==> src/rtl/clapper_pkg.sv <==
// Shared sizing constants, collector state type and abs helper for the FFT magnitude path.
package clapper_pkg;

   localparam int BIN_COUNT = 16;
   localparam int IN_W      = 16;
   localparam int MAG_W     = 16;
   localparam int CNT_W     = $clog2(BIN_COUNT);

   typedef enum logic {
      FILL = 1'b0,
      HOLD = 1'b1
   } collState_t;

   // One bit wider than the input so that |-32768| = 32768 is representable.
   function automatic logic [IN_W:0] absExt(input logic signed [IN_W-1:0] v);
      logic [IN_W:0] ext;
      ext = {v[IN_W-1], v};
      return v[IN_W-1] ? (~ext + {{IN_W{1'b0}}, 1'b1}) : ext;
   endfunction

endpackage

==> src/rtl/fft_mag_abs.sv <==
// Combinational |re| + |im| magnitude estimate, saturated to the unsigned MAG_W range.
module fft_mag_abs
   import clapper_pkg::*;
(
   input  logic signed [IN_W-1:0]  re,
   input  logic signed [IN_W-1:0]  im,
   output logic        [MAG_W-1:0] mag
);

   logic [IN_W:0] absRe;
   logic [IN_W:0] absIm;
   logic [IN_W:0] magSum;

   // Each operand is at most 2^(IN_W-1), so the sum always fits in IN_W+1 bits.
   always_comb begin
      absRe  = absExt(re);
      absIm  = absExt(im);
      magSum = absRe + absIm;
      mag    = magSum[IN_W] ? {MAG_W{1'b1}} : magSum[MAG_W-1:0];
   end

endmodule

==> src/rtl/fft_mag_collector.sv <==
// Collects 16 FFT bin magnitudes into a frame and holds it until the consumer takes it.
// Optional FFT_MAG_DC_BLANK_EN: bin 0 is stored as zero (sample still accepted and counted).
module fft_mag_collector
   import clapper_pkg::*;
(
   input  logic                         clk,
   input  logic                         reset,
   input  logic                         in_valid,
   output logic                         in_ready,
   input  logic signed [IN_W-1:0]       in_re,
   input  logic signed [IN_W-1:0]       in_im,
   input  logic                         in_last,
   output logic                         out_valid,
   input  logic                         out_ready,
   output logic [BIN_COUNT*MAG_W-1:0]   out_bins,
   output logic                         frame_err
);

   localparam logic [CNT_W-1:0] LAST_BIN = CNT_W'(BIN_COUNT - 1);

   collState_t       stateReg;
   collState_t       stateNext;
   logic [CNT_W-1:0] cntReg;
   logic [CNT_W-1:0] cntNext;
   logic             frameErrReg;
   logic             frameErrNext;
   logic             accept;
   logic [MAG_W-1:0] magValue;

   fft_mag_abs uMagAbs (
      .re  (in_re),
      .im  (in_im),
      .mag (magValue)
   );

   always_comb begin
      stateNext    = stateReg;
      cntNext      = cntReg;
      frameErrNext = 1'b0;
      in_ready     = (stateReg == FILL);
      out_valid    = (stateReg == HOLD);
      accept       = in_valid && (stateReg == FILL);

      case (stateReg)
         FILL: begin
            if (accept) begin
               if (cntReg == LAST_BIN) begin
                  // A full count always completes the frame; a missing last is only flagged.
                  stateNext    = HOLD;
                  cntNext      = '0;
                  frameErrNext = !in_last;
               end else if (in_last) begin
                  cntNext      = '0;
                  frameErrNext = 1'b1;
               end else begin
                  cntNext = cntReg + CNT_W'(1);
               end
            end
         end
         HOLD: begin
            if (out_ready) begin
               stateNext = FILL;
               cntNext   = '0;
            end
         end
         default: begin
            stateNext = FILL;
            cntNext   = '0;
         end
      endcase
   end

   always_ff @(posedge clk) begin
      if (reset) begin
         stateReg    <= FILL;
         cntReg      <= '0;
         frameErrReg <= 1'b0;
      end else begin
         stateReg    <= stateNext;
         cntReg      <= cntNext;
         frameErrReg <= frameErrNext;
      end
   end

   assign frame_err = frameErrReg;

   // Bins are writable only in FILL, so out_bins is frozen for the whole of HOLD.
   generate
      for (genvar gi = 0; gi < BIN_COUNT; gi++) begin : gBin
         localparam logic [CNT_W-1:0] BIN_IDX = CNT_W'(gi);
`ifdef FFT_MAG_DC_BLANK_EN
         localparam bit BLANK = (gi == 0);
`else
         localparam bit BLANK = 1'b0;
`endif
         logic [MAG_W-1:0] binReg;

         always_ff @(posedge clk) begin
            if (reset) begin
               binReg <= '0;
            end else if (accept && (cntReg == BIN_IDX)) begin
               binReg <= BLANK ? '0 : magValue;
            end
         end

         assign out_bins[gi*MAG_W +: MAG_W] = binReg;
      end
   endgenerate

endmodule

==> config.mk <==
export PLATFORM = sky130hd
export DESIGN_NAME = fft_mag_collector
export DESIGN_NICKNAME = d
export VERILOG_FILES = /design/src/rtl/clapper_pkg.sv /design/src/rtl/fft_mag_abs.sv /design/src/rtl/fft_mag_collector.sv
export SDC_FILE = /design/constraint.sdc
export NUM_CORES = 1
export LEC_CHECK = 0
export ABC_CLOCK_PERIOD_IN_PS = 4800
export CAP_MARGIN = 20
export CORE_UTILIZATION = 50
export CTS_BUF_LIST = sky130_fd_sc_hd__clkbuf_4
export DETAILED_ROUTE_END_ITERATION = 6
export GPL_ROUTABILITY_DRIVEN = 0
export MAX_ROUTING_LAYER = met4
export PLACE_DENSITY = 0.95
export SYNTH_ARGS = -nofsm -noshare
export SYNTH_HDL_FRONTEND = slang
export SYNTH_SLANG_ARGS = --single-unit
==> constraint.sdc <==
create_clock -name clk -period 4.8 [get_ports clk]
set_clock_uncertainty 0.05 [all_clocks]
set_input_delay 0.72 -clock clk [delete_from_list [all_inputs] [get_ports clk]]
set_output_delay 0.72 -clock clk [all_outputs]
set_load 0.02 [all_outputs]
==> results.cfg <==
[floorplan]
initial_utilization_pct = 51.6
io_pins = 296
die_y_um = 147
die_w_um = 147
dieArea_mm2 = 0.0217
core_mm2 = 0.0205
rows = 52

[global_routing]
grt_pass1_vias = 10638
grt_first_pass_wirelength_um = 56700
grt_start_max_net_pins = 158
antenna_found_initial = 2
track_usage_pct = 34.4
overflow = 0

[cts]
cts_buffers = 67
postCtsHoldBufs = 0
clk_path_buf_depth = 3
cts_resized = 0
clk_pin_slew_ns = 0.07
insertion_delay_ns = 0.67
postCtsSetupBuffers = 0
root_buffer = clkbuf_4
cts_sinks = 262
cts_tree = done
htree_num_levels = 3

[timing]
hold_violations = 0
fin_crit_sh_pct = 90.4
tightest_slew_ns = 1.14
setup_violations = 0
clock.fmax_mhz = 230
relSlewSlack_pct = 24.3
maxSlewViolCount = 0
period_needed_ns = 4.34
worst_slack_ns = 0.461
rsz0062_at_grt = no

[finish]
final_cell_area_mm2 = 0.0151
regArea_mm2 = 0.00525
multiInputGateArea_mm2 = 0.00485
drive_above_1_share_pct = 13.1
fin_nets = 1536
fill_cells = 1311
area_growth_pct = 43.0
fin_util_pct = 73.8
fin_cells = 1793

[logic_synthesis]
synth_fp_nets = 1226
synth_edf_count = 0
synth_top_flop_cell = dfxtp_1
yosys_warnings = 0
netlist_area_mm2 = 0.0106
ys_types = 53
ys_seq_area_share_pct = 49.6
synth.avg_cell_area_um2 = 9.07
ys_seq_elements = 262
synthCells = 1166
ys_async_sr_fraction_pct = 0

[drt]
drtPass1Iterations = 5
wl_per_cell_um = 21.2
first_iter_violations = 1076
vias = 10740
routed_via_density = 5.99
routed_wl_um = 38000
drc = 0
ant_nets = 0

[placed_design]
dpl.hpwl_um = 24000
place_ws_ns = -0.100
placed_cells = 1666
place_area_mm2 = 0.0140
io_buffers = 295

[min_path]
hp-class = register to register

[critical_path]
end_kind = register
critPathKind = input port to register
crit_fanout = 14
startpoint_type = input port
worstPathRequired_ns = 5.28
regToRegSetupSlack_ns = 2.16
crit_arrival_ns = 4.82

[power]
p_total_mw = 5.38
powerDensity_mw_per_mm2 = 356
ir_drop_mv = 0.246
leakagePower_nw = 5.16

[job]
cap_violations = 0

[status]
status = finished clean
[synthesized netlist by cell type, types with 4 or more instances]
| cell | n | area, um^2 |
|---|---|---|
| a211oi_1 | 210 | 1580 |
| a21o_1 | 11 | 82.6 |
| a21oi_1 | 35 | 175 |
| a311oi_1 | 32 | 280 |
| and2_1 | 16 | 100 |
| and3_1 | 4 | 25.0 |
| buf_2 | 14 | 70.1 |
| clkbuf_1 | 101 | 379 |
| dfxtp_1 | 262 | 5250 |
| ha_1 | 22 | 275 |
| inv_1 | 13 | 48.8 |
| nand2_1 | 16 | 60.1 |
| nand2b_1 | 24 | 150 |
| nand3_1 | 6 | 30.0 |
| nand3b_1 | 16 | 120 |
| nand4_1 | 4 | 25.0 |
| nor2_1 | 252 | 946 |
| nor2_2 | 7 | 43.8 |
| nor3_1 | 6 | 30.0 |
| o211ai_1 | 4 | 30.0 |
| o21ai_0 | 19 | 95.1 |
| o31ai_1 | 6 | 45.0 |
| or3_1 | 4 | 25.0 |
| xnor2_1 | 30 | 263 |
| xor2_1 | 5 | 43.8 |
[area by class of cell]
class,count,area share (%)
Tap cell,270,2.23
Clock buffer,96,4.76
Timing Repair Buffer,360,25.2
Clock inverter,18,0.711
Inverter,13,0.322
Multi-Input combinational cell,772,32.1
Sequential cell,262,34.7
Antenna cell,2,0.0331
[power by group]
| part | internal [mW] | total [mW] | switching (mW) |
|---|---|---|---|
| logic | 0.469 | 1.28 | 0.809 |
| registers | 2.20 | 2.22 | 0.0152 |
| clock network | 0.976 | 1.89 | 0.910 |
| total | 3.65 | 5.38 | 1.73 |
[layer usage]
metal | routed length, um | global-route usage [%] | part of all wire [%] | vias up
met1 | 13800 | 36.5 | 36 | 5124
met2 | 18300 | 55.9 | 48 | 606
met4 | 2200 | 21.6 | 5.8 | 0
met5 | 0 | - | 0 | -
li1 | - | - | - | 4829
met3 | 3740 | 10.6 | 9.8 | 181
[placed cells by master, fill, tap and decap left out, types with 4 or more instances in the layout]
cell type	instances
nand3b_1	16
and3_1	4
inv_1	13
ha_1	22
buf_16	9
o211ai_1	4
clkinv_1	10
xnor2_1	28
nor2_2	8
and2_1	16
clkbuf_4	96
nand3_1	6
a311oi_1	32
a21oi_2	5
a211oi_1	210
or3_1	4
nor2_1	250
nor3_1	6
o31ai_1	6
a21oi_1	33
xor2_1	5
dfxtp_1	262
a21o_1	11
nand2_1	16
o21ai_0	19
buf_4	40
nand2b_1	24
buf_12	12
nand4_1	4
clkdlybuf4s50_1	294
[final timing paths]
check,from,end,depth (start not counted)
worst max-delay path,in_re[6],gBin[5].binReg[3],15
worst min-delay path,gBin[0].binReg[12],gBin[0].binReg[12],2
worst max register to register,out_valid,gBin[4].binReg[12],6
worst min register to register,gBin[0].binReg[12],gBin[0].binReg[12],2
[metrics by stage]
| step | hold slack [ns] | setup TNS [ns] |
|---|---|---|
| 2_1_floorplan | 0.497 | 0 |
| 3_3_place_gp | 0.408 | -0.0110 |
| 3_5_place_dp | 0.414 | -2.69 |
| 4_1_cts | 0.424 | 0 |
| 5_1_grt | 0.441 | 0 |
| 6_report | 0.426 | 0 |
[cell families (layout without fill, tap and decap cells)]
family	count (synthesis)	in the layout	synth area share (%)
flops	262	262	49.6
mux	1	1	0.0946
fa+ha+maj	23	23	2.79
xor+xnor	35	35	2.90
other cells	0	2	0
compound gates	336	336	23.3
simple gates	377	377	16.5
buf+inv	132	487	4.88
[sequential cells by signal, indices dropped and copies added, names as in the netlist]
| name | cells |
|---|---|
| cntReg | 4 |
| out_valid | 1 |
| gBin.binReg | 256 |
| frame_err | 1 |
[critical path: stages]
cell and delay [ns]:
clkdlybuf4s50_1 0.42, or4_4 0.55, or3_4 0.35, or4_4 0.45
o31ai_4 0.19, xnor2_1 0.09, ha_1 0.33, nand4_1 0.15
or2_1 0.28, a211oi_1 0.29, or2_1 0.26, buf_12 0.15
nor2_2 0.06, buf_12 0.18, a211oi_1 0.34
Note: power is estimated with default switching activity, not from simulation.
